$ cat src/rtl/seven_seg_scanner.sv
// seven_seg_scanner: time-multiplexed driver for common-anode seven-segment displays.
//
// Scans NUM_DIGITS digits, one slot of TICK_CYCLES clocks each. A whole frame is shown
// from a snapshot of digits/dp_in/blink_en taken at the start of the frame, so mid-frame
// input changes never tear the display. Supports hex glyphs, leading-zero blanking,
// per-digit decimal point and blink, PWM brightness, and a one-cycle all-off guard at
// the start of each slot to avoid ghosting. All outputs are registered.
//
// Ports:
//   clk          system clock
//   rst_n        asynchronous active-low reset
//   display      global enable (0: all segments and anodes off)
//   digits       4 bits per digit, digit 0 rightmost at [3:0]
//   dp_in        per-digit decimal point request, active-high
//   blink_en     per-digit blink request, active-high
//   hex_mode     1: 10..15 as A,b,C,d,E,F; 0: 10..15 as a dash
//   lz_blank     1: blank leading zeros (digit 0 always shown)
//   brightness   PWM on-level, duty = (brightness+1)/2^BRIGHT_W
//   seg          segments {g,f,e,d,c,b,a}, active-low
//   dp           decimal point, active-low
//   an           anode enables, active-low
//   frame_start  one-cycle pulse when the scan returns to digit 0
module seven_seg_scanner #(
  parameter int unsigned NUM_DIGITS   = 4,
  parameter int unsigned TICK_CYCLES  = 100000,
  parameter int unsigned BLINK_FRAMES = 125,
  parameter int unsigned BRIGHT_W     = 3
) (
  input  logic                    clk,
  input  logic                    rst_n,
  input  logic                    display,
  input  logic [4*NUM_DIGITS-1:0] digits,
  input  logic [NUM_DIGITS-1:0]   dp_in,
  input  logic [NUM_DIGITS-1:0]   blink_en,
  input  logic                    hex_mode,
  input  logic                    lz_blank,
  input  logic [BRIGHT_W-1:0]     brightness,
  output logic [6:0]              seg,
  output logic                    dp,
  output logic [NUM_DIGITS-1:0]   an,
  output logic                    frame_start
);

  localparam int unsigned TickW  = $clog2(TICK_CYCLES);
  localparam int unsigned SlotW  = (NUM_DIGITS > 1) ? $clog2(NUM_DIGITS) : 1;
  localparam int unsigned BlinkW = (BLINK_FRAMES > 1) ? $clog2(BLINK_FRAMES) : 1;

  localparam logic [TickW-1:0]  TickLast  = TickW'(TICK_CYCLES - 1);
  localparam logic [SlotW-1:0]  SlotLast  = SlotW'(NUM_DIGITS - 1);
  localparam logic [BlinkW-1:0] BlinkLast = BlinkW'(BLINK_FRAMES - 1);

  localparam logic [6:0] SegOff = 7'h7F;
  localparam logic [6:0] Dash   = 7'b0111111;

  logic [TickW-1:0]        tick_q;
  logic [SlotW-1:0]        slot_q;
  logic [BRIGHT_W-1:0]     pwm_q;
  logic [BlinkW-1:0]       blink_cnt_q;
  logic                    blink_phase_q;
  logic                    first_q;
  logic [4*NUM_DIGITS-1:0] snap_digits_q;
  logic [NUM_DIGITS-1:0]   snap_dp_q;
  logic [NUM_DIGITS-1:0]   snap_blink_q;
  logic [NUM_DIGITS-1:0]   an_q;
  logic [6:0]              seg_q;
  logic                    dp_q;
  logic                    frame_start_q;

  logic                    tick_wrap;
  logic                    frame_wrap;
  logic                    snap_load;
  logic [NUM_DIGITS-1:0]   lz_mask;
  logic                    upper_zero;
  logic                    blanked;
  logic                    lit;
  logic                    on;
  logic [3:0]              cur_digit;
  logic [NUM_DIGITS-1:0]   an_d;
  logic [6:0]              seg_d;
  logic                    dp_d;

  function automatic logic [6:0] glyph(input logic [3:0] v, input logic hex);
    logic [6:0] g;
    unique case (v)
      4'h0: g = 7'b1000000;
      4'h1: g = 7'b1111001;
      4'h2: g = 7'b0100100;
      4'h3: g = 7'b0110000;
      4'h4: g = 7'b0011001;
      4'h5: g = 7'b0010010;
      4'h6: g = 7'b0000010;
      4'h7: g = 7'b1111000;
      4'h8: g = 7'b0000000;
      4'h9: g = 7'b0010000;
      4'hA: g = 7'b0001000;
      4'hB: g = 7'b0000011;
      4'hC: g = 7'b1000110;
      4'hD: g = 7'b0100001;
      4'hE: g = 7'b0000110;
      4'hF: g = 7'b0001110;
    endcase
    if (!hex && (v > 4'd9)) g = Dash;
    return g;
  endfunction

  assign tick_wrap  = (tick_q == TickLast);
  assign frame_wrap = tick_wrap && (slot_q == SlotLast);
  // The first edge after reset also loads, so frame 0 shows the current inputs.
  assign snap_load  = frame_wrap || first_q;
  assign cur_digit  = snap_digits_q[4*slot_q +: 4];

  // lz_mask[i] set when snapshot digits i..NUM_DIGITS-1 are all zero (i >= 1).
  always_comb begin
    lz_mask    = '0;
    upper_zero = 1'b1;
    for (int i = int'(NUM_DIGITS) - 1; i >= 1; i--) begin
      upper_zero = upper_zero && (snap_digits_q[4*i +: 4] == 4'h0);
      lz_mask[i] = upper_zero;
    end
  end

  always_comb begin
    blanked = (lz_blank && lz_mask[slot_q]) || (blink_phase_q && snap_blink_q[slot_q]);
    lit     = display && !blanked;
    // tick_q == 0 is the ghost-guard cycle at the start of each slot.
    on      = lit && (tick_q != '0) && (pwm_q <= brightness);
    an_d    = '1;
    seg_d   = SegOff;
    dp_d    = 1'b1;
    if (lit) seg_d = glyph(cur_digit, hex_mode);
    if (on) begin
      an_d = ~(NUM_DIGITS'(1) << slot_q);
      dp_d = ~snap_dp_q[slot_q];
    end
  end

  always_ff @(posedge clk or negedge rst_n) begin
    if (!rst_n) begin
      tick_q        <= '0;
      slot_q        <= '0;
      pwm_q         <= '0;
      blink_cnt_q   <= '0;
      blink_phase_q <= 1'b0;
      first_q       <= 1'b1;
      snap_digits_q <= '0;
      snap_dp_q     <= '0;
      snap_blink_q  <= '0;
      an_q          <= '1;
      seg_q         <= SegOff;
      dp_q          <= 1'b1;
      frame_start_q <= 1'b0;
    end else begin
      first_q <= 1'b0;
      pwm_q   <= pwm_q + 1'b1;

      if (tick_wrap) begin
        tick_q <= '0;
        slot_q <= (slot_q == SlotLast) ? '0 : slot_q + 1'b1;
      end else begin
        tick_q <= tick_q + 1'b1;
      end

      if (frame_wrap) begin
        if (blink_cnt_q == BlinkLast) begin
          blink_cnt_q   <= '0;
          blink_phase_q <= ~blink_phase_q;
        end else begin
          blink_cnt_q <= blink_cnt_q + 1'b1;
        end
      end

      if (snap_load) begin
        snap_digits_q <= digits;
        snap_dp_q     <= dp_in;
        snap_blink_q  <= blink_en;
      end

      an_q          <= an_d;
      seg_q         <= seg_d;
      dp_q          <= dp_d;
      frame_start_q <= frame_wrap;
    end
  end

  assign an          = an_q;
  assign seg         = seg_q;
  assign dp          = dp_q;
  assign frame_start = frame_start_q;

endmodule

$ cat config.mk
export PLATFORM = sky130hd
export DESIGN_NAME = seven_seg_scanner
export DESIGN_NICKNAME = d
export VERILOG_FILES = /design/src/rtl/seven_seg_scanner.sv
export SDC_FILE = /design/constraint.sdc
export NUM_CORES = 1
export LEC_CHECK = 0
export ABC_AREA = 1
export BUFFER_PORTS_ARGS = -buffer_cell sky130_fd_sc_hd__clkbuf_2
export CAP_MARGIN = 20
export CORE_ASPECT_RATIO = 1.2
export CORE_MARGIN = 5
export CORE_UTILIZATION = 61
export CTS_CLUSTER_DIAMETER = 50
export DETAILED_ROUTE_END_ITERATION = 10
export HOLD_SLACK_MARGIN = 0.15
export PLACE_DENSITY = 0.94
export REMOVE_ABC_BUFFERS = 1
export SLEW_MARGIN = 15
export SYNTH_ARGS = -nofsm -noshare
export SYNTH_HDL_FRONTEND = slang
export SYNTH_SLANG_ARGS = --single-unit
$ cat constraint.sdc
create_clock -name clk -period 2.93 [get_ports clk]
set_input_delay 0 -clock clk [delete_from_list [all_inputs] [get_ports clk]]
set_output_delay 0 -clock clk [all_outputs]
set_load 0.01 [all_outputs]
## After elaboration in Yosys (flattened, before gate mapping)

Memories as Yosys holds them, arrays and structs flattened.
Cells that the tools add are included.

- Add/sub/neg operators: 4
- $mul: 0
- Div/mod/pow operators: 0
- Magnitude comparators: 3
- Eq/ne operators: 3
- Shift operators: 2
- Multiplexer cells: 13
- Bitwise operators: 3
- Reduce and logical (&&, ||, !) cells: 18

Operators with widths:

| cell | number |
|---|---|
| $mux W7 | 3 |
| $add A17 B1 Y17 const B | 1 |
| $eq A17 B17 Y1 const B | 1 |
| $mux W17 | 1 |
| $reduce_bool A17 Y1 | 1 |
| $shiftx A16 B5 Y4 | 1 |
| $logic_not A4 Y1 | 3 |
| $logic_and A1 B1 Y1 | 9 |
| $add A7 B1 Y7 const B | 1 |
| $eq A7 B7 Y1 const B | 1 |
| $bmux W1 S2 | 3 |
| $gt A4 B4 Y1 const B | 1 |
| $mux W1 | 4 |
| $mux W4 | 1 |
| $not A4 Y4 | 1 |
| $shl A1 B2 Y4 const A | 1 |
| $add A3 B1 Y3 const B | 1 |
| $le A3 B3 Y1 | 1 |
| $lt A2 B3 Y1 const B | 1 |
| $add A2 B1 Y2 const B | 1 |
| $eq A2 B2 Y1 const B | 1 |
| $logic_not A1 Y1 | 2 |
| $logic_or A1 B1 Y1 | 2 |
| $mux W2 | 1 |
| 2 further kinds | 3 |

- Register bits: 68
- Latch bits: 0
- Bits in writable memories: 0
- ROM bits: 112
- Input bits: 32
- Output and inout bits: 13
- Word-level logic and storage cells: 60
- Memories kept: 1

Memory list:

| name | depth | bits a word | read ports | clocked after Yosys merged registers in | wr ports | RTL line | text |
|---|---|---|---|---|---|---|---|
| (no name shown) | 16 | 7 | 1 | 0 | 0 | 84 | `unique case (v)` |

## Longest topological paths before layout

- Depth in word-level cells: 12
- Depth in mapped cells: 13
- Depth with buffers taken out: 12

## Worst setup path before layout

No wires, ideal clock.

- Path type: flip-flop to flip-flop
- Start: register slot_q[1]
- End: register seg_q[6], in the netlist seg[6]
- Library setup time: 88 ps
- Arrival time: 1711 ps
- Data required time: 2842 ps
- Path slack: 1131 ps
- Cell stages (with the launch flop): 12
- Path buffers: 2
- Period minus slack after synthesis: 1799 ps
- Path through: dfrtp_1 buf_2 inv_1 buf_2 nand3_1 nand2_1 inv_1 ha_1 nand2_1 nand2_1 nor2_1 o21ai_0

- Word-level cells in the longest chain between the ends: 7
- Elaborated cells between the ends (all ways): 15
- Those cells by class: order compare (1); shift (1); mux (6); reduce/logical (6); memory (1)

Ends and longest elaborated chain:

| what | RTL line | text |
|---|---|---|
| start, declared | 56 | `logic [SlotW-1:0] slot_q;` |
| start signal, assigned | 158 | `slot_q <= (slot_q == SlotLast) ? '0 : slot_q + 1'b1;` |
| parallel branches: the longest is 6 deep, another holds $mem_v2 Z16 W7 | - |  |
| $mux W7 (*) | 130 | `if (lit) seg_d = glyph(cur_digit, hex_mode);` |
| named net seg_d[6] | 79 | `logic [6:0] seg_d;` |
| end signal, assigned | 149 | `seg_q <= SegOff;` |
| end signal, assigned | 179 | `seg_q <= seg_d;` |
| end, declared | 65 | `logic [6:0] seg_q;` |

Mark *: on every way through the listed nets, which the timed path passes. The select of a mux whose other input is x is not followed.
A chain may end at the register's enable or synchronous reset.

## Worst setup path after layout

- Start: register slot_q[1]
- End: register seg_q[5], in the netlist seg[5]

Same word-level chain as after synthesis.

==> results.cfg <==
[critical_path]
endpoint = seg[5]$_DFF_PN1_
r2r_cells = 11
worst_path_max_delay_cell = dlygate4sd3_1
crit_start = slot_q[1]$_DFFE_PN0N_
cp_cell_sequence = inv_1 -> nand3_1 -> nand2_1 -> inv_1 -> ha_1 -> nand2_1 -> nand2_1 -> nor2_1 -> nor2_2 -> dlygate4sd3_1 -> nand2_1
critPathMaxStageDelay_ps = 600
end_kind = flip-flop
r2r_end = seg[5]$_DFF_PN1_
cp.depth = 11
crit_fanout = 12
critPathBufInv = 3
timing.rr.start = slot_q[1]$_DFFE_PN0N_
arrival_ps = 2910
cp.required_ps = 3220
crit_family = buffers and inverters
crit_type = reg2reg
start_kind = flip-flop
cpMostUsedCell = nand2_1
rrSetupSlack_ps = 300

[placement]
post_dp_cell_area_sq_um = 3980
dpl.hpwl_um = 5360
place_congestion = 0.915
port_buffers = 44

[global_routing]
grt.met1_usage = 0.294
gr-total-overflow = 0
grt_pass1_vias = 3109
grt_pass1_wl_um = 13900
use_met2 = 0.392
grt_max_degree = 69
grt_antenna_before_repair = 0
top_usage_layer = met2
grt.total_usage = 0.234
met3_usage = 0.0388

[sta]
fin_tns_setup_ps = 0
finClkSkew_ps = 12.3
setup_viol = 0
tightest_slew_ps = 812
fin_crit_ps = 2630
drv_slew = 0
fin_crit_sh = 0.897
relSlewSlack = 0.458
clock.fmax_ghz = 0.381
finalHoldViolCount = 0
rsz0062_at_grt = false

[floorplan]
core_area_sq_um = 5970
die_area_sq_um = 7760
die_width_um = 81.3
rows = 31
boundaryPins = 45
initial_core_util = 0.623
die_h_um = 95.5

[hold_path]
hp-class = in2reg

[final_layout]
nets = 597
area_growth_pct = 19.9
fillers = 433
final_area_sq_um = 4460
drive_gt1_frac = 0.163
diodes = 0

[cts]
postCtsSetupRepairBufs = 0
cts_htree_levels = 3
cts_tree = built
worstSkewPairLatency_ps = 350
cts_buffers = 9
cts.clk_slew.worst_paths_ps = 70
clock_sinks = 68
root_buffer = clkbuf_8
clock_path_buffers = 2

[synth]
synth-simple-area-share = 0.340
synthCells = 474
synthAdderAreaFrac = 0.0606
muxShareOfSynthArea = 0
synth-xor-area-share = 0.0330
synth-compound-area-share = 0.0313
avgSynthCellArea_sq_um = 7.85
synth_cell_types = 30
yosysSeqAreaShare = 0.462
synth_area_leader_cell = dfrtp_1
yosys-top-cells-area = dfrtp_1, nand2_1, dfstp_2
ys_ff_latch = 68
synth.top_cell.area_share = 0.370
synth_top_family_by_area = simple AND/OR/NAND/NOR gates
mappedNetlistArea_sq_um = 3720
yosys_warnings = 0

[outcome]
status = completed

[run]
maxCapViolations = 0

[power_and_ir_drop]
leakage_nw = 2.40
irDropWorstVdd_v = 0.000363
power_density_nw_per_um2 = 455
finalPower_mw = 2.03

[drt]
routed_wl_um = 8070
ant_nets = 0
viasPerCell = 5.20
route.detailed.drc = 0
drtIter0Drc = 389
num_vias = 3299
drt-pass1-iter-count = 5
routedWlPerCell_um = 12.7
metal layers:
metal	vias to the layer above	wire length, um
met4	0	136
met1	1554	3430
met2	100	4120
li1	1632	-
met5	-	0
met3	13	384
worst min path at each step:
| stage | start | depth (start not counted) | end |
|---|---|---|---|
| after floorplan | rst_n | 0 | blink_cnt_q[0]$_DFFE_PN0P_ |
| after global placement | digits[6] | 3 | snap_digits_q[6]$_DFFE_PN0P_ |
| after detailed placement | dp_in[2] | 3 | snap_dp_q[2]$_DFFE_PN0P_ |
| after CTS | lz_blank | 7 | seg[0]$_DFF_PN1_ |
| after global routing | lz_blank | 7 | seg[0]$_DFF_PN1_ |
| final | lz_blank | 7 | seg[0]$_DFF_PN1_ |
registers in the layout (all words and copies together) (netlist names):
name,cells
seg,7
an,4
tick_q,17
blink_phase_q,1
pwm_q,3
snap_blink_q,4
snap_digits_q,16
blink_cnt_q,7
dp,1
first_q,1
frame_start,1
snap_dp_q,4
slot_q,2
where the power goes:
| part | switching [mW] | leakage (nW) | internal [mW] | total (mW) |
|---|---|---|---|---|
| registers | 0.0277 | 0.841 | 0.993 | 1.02 |
| clock network | 0.333 | 0.101 | 0.439 | 0.773 |
| logic | 0.135 | 1.46 | 0.100 | 0.235 |
| total | 0.496 | 2.40 | 1.53 | 2.03 |
placed cells by master, fill, tap and decap left out, drive strengths merged, types with 4 or more instances in the layout:
master / count
nand2: 159
nand3: 64
clkbuf: 58
dfrtp: 55
inv: 51
nor2: 50
dlygate4sd3: 28
o21ai: 18
ha: 18
dfstp: 13
xor2: 11
nand4: 8
nor3: 4
a21oi: 4
area by class of cell:
| cell class | count | area [sq um] | share of cell area |
|---|---|---|---|
| Clock buffer | 14 | 163 | 0.0365 |
| Clock inverter | 2 | 35.0 | 0.00786 |
| Inverter | 52 | 198 | 0.0444 |
| Multi-Input combinational cell | 343 | 1730 | 0.389 |
| Sequential cell | 68 | 1720 | 0.386 |
| Tap cell | 82 | 103 | 0.0230 |
| Timing Repair Buffer | 73 | 508 | 0.114 |
per-stage QoR:
stage	utilization	std cells	setup WS (ps)	hold slack [ps]
global placement	0.666	590	932	193
CTS	0.746	634	173	184
detailed placement	0.666	590	762	199
floorplan	-	463	1100	-296
finish	0.746	634	302	240
global route	0.746	634	41.1	304
worst reg2reg max path: cells and delay by family (launching register included):
kind          cells  cell delay (ps)
flops             1              490
fa+ha+maj         1              230
simple gates      7              830
buf+inv           3             1020
synthesized netlist by cell type, drive strengths merged:
| library cell | instances |
|---|---|
| nand3 | 64 |
| xor2 | 11 |
| conb | 1 |
| dfstp | 13 |
| inv | 51 |
| nor3 | 4 |
| o22ai | 1 |
| nand4 | 8 |
| ha | 18 |
| xnor2 | 3 |
| o21ai | 18 |
| nand2 | 159 |
| buf | 11 |
| or2 | 1 |
| nor2 | 50 |
| clkinv | 1 |
| a21oi | 4 |
| dfrtp | 55 |
| nand3b | 1 |
cells by family (layout without fill, tap and decap cells):
group	after synthesis	in the layout
and+or+nand+nor	287	287
DFF	68	68
buffers and inverters	63	141
AOI/OAI and AO/OA	23	23
adders and majority gates	18	18
xor gates and xnor gates	14	14
other	1	1
repair_timing:
item	in CTS	in global routing
hold endpoints to repair	91	0
resized for setup	0	1
hold buffers	28	0
setup endpoints to repair	0	4
Note: power is estimated with default switching activity, not from simulation.
